[config.mk]
export PLATFORM = sky130hd
export DESIGN_NAME = vend_ctrl_fsm
export DESIGN_NICKNAME = d
export VERILOG_FILES = /design/src/rtl/vend_pkg.sv /design/src/rtl/vend_ctrl_fsm_cnt.sv /design/src/rtl/vend_ctrl_fsm.sv
export SDC_FILE = /design/constraint.sdc
export NUM_CORES = 1
export LEC_CHECK = 0
export CORE_MARGIN = 2
export CORE_UTILIZATION = 48
export DETAILED_ROUTE_END_ITERATION = 16
export HOLD_SLACK_MARGIN = 0.05
export PLACE_DENSITY = 0.78
export SLEW_MARGIN = 20
export SYNTH_ARGS = -nofsm -noshare
export SYNTH_HDL_FRONTEND = slang
export SYNTH_SLANG_ARGS = --single-unit
[constraint.sdc]
create_clock -name in_clka -period 2.85 [get_ports in_clka]
set_input_delay 0.57 -clock in_clka [delete_from_list [all_inputs] [get_ports in_clka]]
set_output_delay 0.57 -clock in_clka [all_outputs]
set_load 0.03 [all_outputs]
[src/rtl/vend_pkg.sv]
// Shared vending-machine types: datapath commands, controller states
// and money scaling, imported by the controller, datapath and bench.
package vend_pkg;

  typedef enum logic [2:0] {
    ST_CLEAR = 3'd0,
    ST_RUN   = 3'd1,
    ST_ITEM  = 3'd2,
    ST_MONEY = 3'd3,
    ST_LOCK  = 3'd4
  } vend_state_e;

  localparam logic [1:0] SITEM_CMD  = 2'b00;
  localparam logic [1:0] SMONEY_CMD = 2'b01;
  localparam logic [1:0] CLEAR_CMD  = 2'b10;
  localparam logic [1:0] START_CMD  = 2'b11;

  // Money is fixed point: one LSB is $0.125
  localparam int MONEY_FRAC_BITS = 3;
  localparam int MONEY_LSB_MILLS = 125;

  function automatic logic [1:0] cmd_of(vend_state_e s);
    logic [1:0] c;
    case (s)
      ST_RUN:   c = START_CMD;
      ST_ITEM:  c = SITEM_CMD;
      ST_MONEY: c = SMONEY_CMD;
      ST_LOCK:  c = START_CMD;
      default:  c = CLEAR_CMD;
    endcase
    return c;
  endfunction

endpackage

[src/rtl/vend_ctrl_fsm_cnt.sv]
// Clearable up-counter with terminal-count compare, shared by the
// clear, lockout and inactivity-timeout intervals.
module vend_cycle_cnt #(
  parameter int CNT_W = 16
) (
  input  logic             clk,
  input  logic             rst,
  input  logic             clr,
  input  logic             inc,
  input  logic [CNT_W-1:0] term,
  output logic             tc
);

  logic [CNT_W-1:0] cnt_q, cnt_d;

  always_comb begin
    cnt_d = cnt_q;
    if (clr)      cnt_d = '0;
    else if (inc) cnt_d = cnt_q + CNT_W'(1);
  end

  always_ff @(posedge clk or posedge rst) begin
    if (rst) cnt_q <= '0;
    else     cnt_q <= cnt_d;
  end

  assign tc = (cnt_q == term);

endmodule

[src/rtl/vend_ctrl_fsm.sv]
// Vending-machine sequencing controller: drives the datapath command bus,
// handles buy/finish, inactivity refund, post-dispense lockout and service.
module vend_ctrl_fsm
  import vend_pkg::*;
#(
  parameter int CLEAR_CYCLES   = 2,
  parameter int LOCK_CYCLES    = 4,
  parameter int TIMEOUT_CYCLES = 1000,
  parameter int CNT_W          = 16
) (
  input  logic               in_clka,
  input  logic               in_restart,
  input  logic               in_service,
  input  logic               in_buy,
  input  logic               in_finish,
  input  logic               in_activity,
  input  logic signed [15:0] in_change,
  input  logic               in_sol_ok,
  output logic [1:0]         out_cmd,
  output logic [2:0]         out_state,
  output logic               out_busy,
  output logic               out_err_funds,
  output logic               out_err_change,
  output logic               out_timeout
);

  vend_state_e state_q, state_d;
  logic [1:0]  cmd_q, cmd_d;
  logic        busy_q, busy_d;
  logic        efund_q, efund_d;
  logic        echg_q, echg_d;
  logic        tout_q, tout_d;
  logic        cnt_clr, cnt_inc, cnt_tc;
  logic [CNT_W-1:0] cnt_term;

  vend_cycle_cnt #(.CNT_W(CNT_W)) u_cnt (
    .clk  (in_clka),
    .rst  (in_restart),
    .clr  (cnt_clr),
    .inc  (cnt_inc),
    .term (cnt_term),
    .tc   (cnt_tc)
  );

  always_comb begin
    state_d = state_q;
    cnt_clr = 1'b0;
    cnt_inc = 1'b0;
    efund_d = 1'b0;
    echg_d  = 1'b0;
    tout_d  = 1'b0;
    case (state_q)
      ST_CLEAR: cnt_term = CNT_W'(CLEAR_CYCLES - 1);
      ST_LOCK:  cnt_term = CNT_W'(LOCK_CYCLES - 1);
      default:  cnt_term = CNT_W'(TIMEOUT_CYCLES - 1);
    endcase
    case (state_q)
      ST_CLEAR: begin
        if (in_service)  cnt_clr = 1'b1;
        else if (cnt_tc) state_d = ST_RUN;
        else             cnt_inc = 1'b1;
      end
      ST_RUN: begin
        if (in_service) begin
          state_d = ST_CLEAR;
        end else if (in_finish) begin
          state_d = ST_MONEY;
        end else if (in_buy) begin
          cnt_clr = 1'b1;
          if (in_change[15])   efund_d = 1'b1;
          else if (!in_sol_ok) echg_d  = 1'b1;
          else                 state_d = ST_ITEM;
        end else if (in_activity || in_change == '0) begin
          cnt_clr = 1'b1;
        end else if (cnt_tc) begin
          tout_d  = 1'b1;
          state_d = ST_MONEY;
        end else begin
          cnt_inc = 1'b1;
        end
      end
      ST_ITEM, ST_MONEY: state_d = ST_LOCK;
      ST_LOCK: begin
        if (in_service)  state_d = ST_CLEAR;
        else if (cnt_tc) state_d = ST_RUN;
        else             cnt_inc = 1'b1;
      end
      default: state_d = ST_CLEAR;
    endcase
    // every interval starts from zero in the state it times
    if (state_d != state_q) cnt_clr = 1'b1;
    cmd_d  = cmd_of(state_d);
    busy_d = (state_d != ST_RUN);
  end

  always_ff @(posedge in_clka or posedge in_restart) begin
    if (in_restart) begin
      state_q <= ST_CLEAR;
      cmd_q   <= CLEAR_CMD;
      busy_q  <= 1'b1;
      efund_q <= 1'b0;
      echg_q  <= 1'b0;
      tout_q  <= 1'b0;
    end else begin
      state_q <= state_d;
      cmd_q   <= cmd_d;
      busy_q  <= busy_d;
      efund_q <= efund_d;
      echg_q  <= echg_d;
      tout_q  <= tout_d;
    end
  end

  assign out_cmd        = cmd_q;
  assign out_state      = state_q;
  assign out_busy       = busy_q;
  assign out_err_funds  = efund_q;
  assign out_err_change = echg_q;
  assign out_timeout    = tout_q;

endmodule
==> flow_summary.json, run 1 <==
{
  "status": "complete, no violations",
  "grt_pass1_wl_um": 5090,
  "cts_num_sinks": 25,
  "fin_skew_ns": 0.00152,
  "power_density_mw_per_mm2": 570,
  "p_int_uw": 618,
  "pin_count": 32,
  "syn2layout_area_growth_pct": 29.1,
  "end_kind": "output port",
  "ff2ff_setup_slack_ns": 0.76,
  "drive_above_1_share_pct": 9.49,
  "seqPwrFrac_pct": 46.6,
  "switching_share_pct": 34.7,
  "die_w_um": 55.8,
  "cp_max_fo": 10,
  "initial_core_util_pct": 51.5,
  "min_period_over_period_pct": 77.2,
  "core-area_mm2": 0.00250,
  "holdPathEnd": "u_cnt.cnt_q[0]",
  "hold_start": "u_cnt.cnt_q[0]",
  "post-place-ws_ns": 0.565,
  "synthSimpleGateAreaFrac_pct": 27.7,
  "post_dp_cell_area_mm2": 0.00164,
  "drv_slew": 0,
  "syn_avg_cell_area_um2": 10.5,
  "fin_util_pct": 66.5,
  "combPwrFrac_pct": 36.4,
  "clockPowerShare_pct": 17.0,
  "cp_data_arrival_time_ns": 1.63,
  "antenna_cells": 0,
  "n_fill_cell": 210,
  "vias": 1070,
  "clock_latency_ns": 0.32,
  "postSynth.asyncResetShare_pct": 100,
  "synth_fa_ha_area_share_pct": 0.972,
  "reg2reg_to": "u_cnt.cnt_q[9]",
  "synth_most_common_cell": "dfrtp_1",
  "postCtsSetupRepairBufs": 0,
  "grt_pass1_vias": 1116,
  "synth.ff_latch_count": 25,
  "synth_top_area_share_pct": 44.7,
  "rows": 18,
  "slowest_stage": "clkdlybuf4s50_1",
  "yosysTopAreaCell": "dfrtp_1",
  "min_path_cells": 1,
  "cts_buffer_depth": 2,
  "synth_top_family_by_area": "simple AND/OR/NAND/NOR gates",
  "die_y_um": 55.8,
  "cts_tree": "built",
  "synth_ff_type": "dfrtp_1",
  "ctsHoldBuffers": 0,
  "drtIter0Drc": 21,
  "synth_commonest_cells": "dfrtp_1 (23), nor2_1 (19), xor2_1 (8)",
  "min_period_ns": 2.20,
  "slew_headroom_pct": 62.1,
  "drc": 0,
  "cp_num_buf_inv": 1,
  "synth_cell_types": 38,
  "cts_resized": 0,
  "synth_compound_area_share_pct": 10.7,
  "grt_usage_pct": 20.8,
  "synth.area.mux_share_pct": 0,
  "synth_area_mm2": 0.00129,
  "cap_violations": 0,
  "synth_nets": 147,
  "grt-ovfl-total": 0,
  "p_sw_uw": 329,
  "yosysSeqAreaShare_pct": 48.8,
  "vdd_ir_drop_max_uv": 371,
  "multiInputGateArea_um2": 629,
  "cts-root-buf": "clkbuf_4",
  "dr.pass1.iters": 6,
  "timing.critical_path.cells": "clkdlybuf4s50_1",
  "cts_max_level": 1,
  "reg2reg_from": "u_cnt.cnt_q[1]",
  "synth-edff-count": 0,
  "worstPathRequired_ns": 2.28,
  "via_per_inst": 5.69,
  "synth.top_cells.by_area": "dfrtp_1 (45%), nor2_1 (5.5%), xor2_1 (5.4%), dfstp_2 (4.1%), xnor2_1 (4.1%)",
  "totalWireLength_um": 2910,
  "path_delay_family": "buffers and inverters",
  "r2r_cells": 5,
  "final.setup.tns_ns": 0,
  "start_kind": "flip-flop",
  "setup_violations": 0,
  "place.gp.congestion": 0.797,
  "min-delay-path-class": "reg -> reg",
  "synth-xor-area-share_pct": 9.52,
  "die_area_mm2": 0.00311,
  "cts_made_buffers": 3,
  "tightest_slew_ns": 0.566,
  "maxClockFrequency_ghz": 0.455,
  "synth_warnings": 0,
  "final_antenna_net_count": 0,
  "clkSlewWorstSetupHoldPaths_ns": 0.13,
  "worst_slack_ns": 0.651,
  "leakage_nw": 0.710,
  "wire_per_inst_um": 15.5,
  "hpwl_um": 2200,
  "hold_viol_final": 0,
  "crit_type": "reg -> out",
  "io_buffers": 31,
  "worst_hold_slack_ns": 0.545,
  "rsz0062_at_grt": "no",
  "regArea_um2": 628,
  "final_nets": 183,
  "grt_max_degree": 26,
  "crit_path_max_incr_delay_ns": 0.74,
  "synthCells": 123,
  "antenna_found_initial": 0,
  "stdcell_area_mm2": 0.00166
}
==> worst register-to-register path, cell delays in order, from the launching register on <==
cell and delay [ns]:
dfrtp_1 0.50, or4_4 0.59, a2111oi_4 0.36, o2111ai_4 0.20, o21bai_4 0.26, nor2_1 0.08
==> cell families after synthesis <==
kind of cell	Yosys count
XOR/XNOR	14
flip-flops	25
AND/OR/NAND/NOR	65
adder cells (fa/ha/maj)	1
AO/OA/AOI/OAI	12
buffers and inverters	6
==> final cells by class <==
cell class,instances,share of cell area [%]
repair buffers,33,19.6
well taps,30,2.26
multi-input cells,92,37.9
inverters,4,0.904
clock buffers,4,1.58
flip-flops and latches,25,37.8
==> state kept, by name (all words and copies together) (netlist names) <==
| name | count |
|---|---|
| out_state | 3 |
| out_cmd | 2 |
| out_busy | 1 |
| out_err_funds | 1 |
| out_err_change | 1 |
| u_cnt.cnt_q | 16 |
| out_timeout | 1 |
==> worst max path at each step <==
stage / startpoint / end / slack (ns) / depth (start not counted)
floorplan: out_state[1] / u_cnt.cnt_q[2] / 0.78 / 6
global placement: in_change[9] / u_cnt.cnt_q[2] / 0.70 / 6
detailed placement: in_change[0] / u_cnt.cnt_q[9] / 0.56 / 6
CTS: out_state[1] / out_state[1] / 0.65 / 1
global route: out_state[1] / out_state[1] / 0.59 / 1
finish: out_state[1] / out_state[1] / 0.65 / 1
==> power by group through the flow <==
| stage | Clock (mW) | Combinational, mW | Sequential, mW |
|---|---|---|---|
| 2_1_floorplan | 0 | 0.208 | 0.469 |
| 3_3_place_gp | 0 | 0.338 | 0.444 |
| 3_5_place_dp | 0 | 0.347 | 0.446 |
| 4_1_cts | 0.164 | 0.348 | 0.440 |
| 5_1_grt | 0.177 | 0.374 | 0.448 |
| 6_report | 0.161 | 0.344 | 0.441 |
==> per-layer routing <==
metal  part of all wire (%)  GRT usage (%)
met1                     42           25.4
met2                     51           35.7
met3                    4.7           3.95
met4                    2.3           9.06
met5                      0              0
==> stage by stage <==
step,instances,total power [mW]
6_report,188,0.946
5_1_grt,188,0.998
4_1_cts,188,0.952
3_5_place_dp,184,0.793
3_3_place_gp,184,0.781
2_1_floorplan,123,0.677
==> layout by cell type (no fill, tap or decap), drive strengths merged <==
cell type      synthesis  routed
nor4b                  1       1
o2111ai                1       1
buf                    1       2
o21bai                 1       1
nand2b                 1       1
dfstp                  2       2
xor2                   8       8
dfrtp                 23      23
o22ai                  1       1
nor3b                  1       1
ha                     1       1
and3b                  1       1
nand3b                 2       2
o21ai                  2       2
nor2                  19      19
nor3                   6       6
nand2                  7       7
o21a                   1       1
and2                   1       1
or4                    2       2
a31oi                  2       2
a2111oi                1       1
or3                    1       1
a41oi                  1       1
or4b                   1       1
and3                   6       6
nand3                  6       6
a2bb2oi                1       1
clkbuf                 1       4
nor2b                  1       1
inv                    4       4
nand4                  5       5
xnor2                  6       6
o211ai                 1       1
nor4                   4       4
clkdlybuf4s50          0      31
(Power assumes the default switching activity.)
==> run 2, diff against run 1 <==
- CORE_UTILIZATION: 48 -> 43
- PLACE_DENSITY: 0.78 -> 0.74
- clock period: 2.85 -> 2 ns (I/O delays scaled with it)
==> run 2 against run 1 <==
  * The flow now finishes with violations (design-rule violations)
  * Cell area increased by 6.9%
  * Flip-flop and latch count is the same
  * Wire length shrank 1.6%
  * Clock power grew 42%
  * Global-route usage down 2.1 points
  * Clock skew increased by 0.011 ns
  * Register-to-register slack worse by 0.73 ns
  * Via count is 0.56% lower
  * Combinational power up 88%
  * Critical path depth rose by 4
  * Largest cell class unchanged
  * Non-clock buffer count rose by 10
  * Largest power group is now combinational cells
  * Worst setup slack worse by 0.62 ns
==> flow_summary.json, run 2 (synthesized netlist as in run 1, its figures left out) <==
{
  "status": "complete, but fails checks",
  "violations": "design-rule violations",
  "cts_max_level": 1,
  "ff2ff_setup_slack_ns": 0.03,
  "rsz0062_at_grt": "yes",
  "vdd_ir_drop_max_uv": 552,
  "wire_per_inst_um": 14.4,
  "largest_reg_flops": 16,
  "hold_viol_final": 0,
  "min_period_ns": 1.97,
  "syn2layout_area_growth_pct": 37.9,
  "ctsHoldBuffers": 0,
  "dp_cells": 193,
  "clock_latency_ns": 0.32,
  "post_dp_cell_area_mm2": 0.00170,
  "post-place-ws_ns": -0.0555,
  "n_fill_cell": 240,
  "die_y_um": 58.7,
  "slew_headroom_pct": 67.4,
  "grt-ovfl-total": 0,
  "dr.pass1.iters": 10,
  "final_cell_mix": "clkdlybuf4s50_1 (29), dfrtp_1 (22), nor2_1 (19), buf_4 (11), xor2_1 (8)",
  "crit_type": "reg -> reg",
  "power_mw": 1.46,
  "drtIter0Drc": 24,
  "leakage_nw": 0.798,
  "io_buffers": 31,
  "layout_commonest_cell": "clkdlybuf4s50_1",
  "grt_pass1_wl_um": 4910,
  "final_nets": 193,
  "regArea_um2": 629,
  "regMostFlops": "u_cnt.cnt_q",
  "final_antenna_net_count": 0,
  "maxClockFrequency_ghz": 0.509,
  "cts-root-buf": "clkbuf_4",
  "power_density_mw_per_mm2": 820,
  "fin_skew_ns": 0.0122,
  "antenna_cells": 0,
  "initial_core_util_pct": 45.9,
  "multiInputGateArea_um2": 653,
  "drv_slew": 0,
  "antenna_found_initial": 0,
  "min_period_over_period_pct": 98.3,
  "pin_count": 32,
  "grt_pass1_vias": 1096,
  "clkSlewWorstSetupHoldPaths_ns": 0.14,
  "start_kind": "flip-flop",
  "place.gp.congestion": 0.766,
  "drive_above_1_share_pct": 16.7,
  "die_w_um": 58.7,
  "stdcell_area_mm2": 0.00178,
  "cts_tree": "built",
  "drc": 2,
  "core-area_mm2": 0.00281,
  "via_per_inst": 5.35,
  "worstPathRequired_ns": 2.21,
  "cp_max_fo": 8,
  "min-delay-path-class": "in -> async",
  "cts_buffer_depth": 2,
  "cp_data_arrival_time_ns": 2.17,
  "grt_usage_pct": 18.7,
  "end_kind": "flip-flop",
  "setup_violations": 0,
  "cts_num_sinks": 25,
  "hpwl_um": 2180,
  "totalWireLength_um": 2860,
  "die_area_mm2": 0.00345,
  "tightest_slew_ns": 0.488,
  "cap_violations": 0,
  "rows": 19,
  "cts_made_buffers": 3,
  "instances_no_fill": 199,
  "worst_slack_ns": 0.0341,
  "grt_max_degree": 26,
  "worst_hold_slack_ns": 0.404,
  "vias": 1064
}
-- run 2: report_power, final --
part / switching [mW] / internal (mW)
combinational: 0.316 / 0.329
clock: 0.153 / 0.0764
sequential: 0.0231 / 0.557
-- run 2: what timing repair did --
item / in CTS / in global routing
cloned: 0 / 0
endpoints found under the setup margin: 1 / 15
setup buffers: 1 / 1
pin swaps: 1 / 2
gates resized for setup: 1 / 5
-- run 2: layout make-up --
| type | instances | area share (%) |
|---|---|---|
| clock buffers | 3 | 1.27 |
| multi-input cells | 92 | 36.8 |
| repair buffers | 43 | 23.0 |
| flip-flops and latches | 25 | 35.4 |
| clock inverters | 1 | 0.423 |
| well taps | 31 | 2.18 |
| inverters | 4 | 0.846 |
-- run 2: path summary, 6_finish.rpt --
path | start | end | cells after the start
max in group asynchronous | in_restart | out_busy | 3
min in group in_clka | u_cnt.cnt_q[0] | u_cnt.cnt_q[0] | 2
worst max-delay path | out_state[1] | u_cnt.cnt_q[2] | 5
worst min-delay path | in_restart | u_cnt.cnt_q[6] | 3
worst max register to register | out_state[1] | u_cnt.cnt_q[2] | 5
worst min register to register | u_cnt.cnt_q[0] | u_cnt.cnt_q[0] | 2
-- run 2: per-layer routing --
layer,track usage (%),wire length (µm)
met1,22.8,1190
met2,33.8,1540
met3,2.20,118
met4,6.82,10
met5,0,0
-- run 2: worst max-delay path: stages (launching register included) --
cell and delay [ns]:
dfrtp_2 0.45, or4_4 0.49, a2111oi_4 0.36, o2111ai_4 0.19, o21bai_4 0.26, nor2_1 0.09
-- run 2: per-stage QoR --
step | util [%] | setup TNS (ns)
floorplan | - | -0.204
global placement | 60.5 | -0.0526
detailed placement | 60.5 | -0.308
CTS | 62.1 | 0
global route | 63.3 | -0.201
finish | 63.3 | 0
==> run 3, diff against run 2 <==
- CAP_MARGIN: unset -> 10
- SKIP_LAST_GASP: unset -> 1
==> results of run 3 <==
The final DEF is identical to that of run 2; final timing and power are the same.
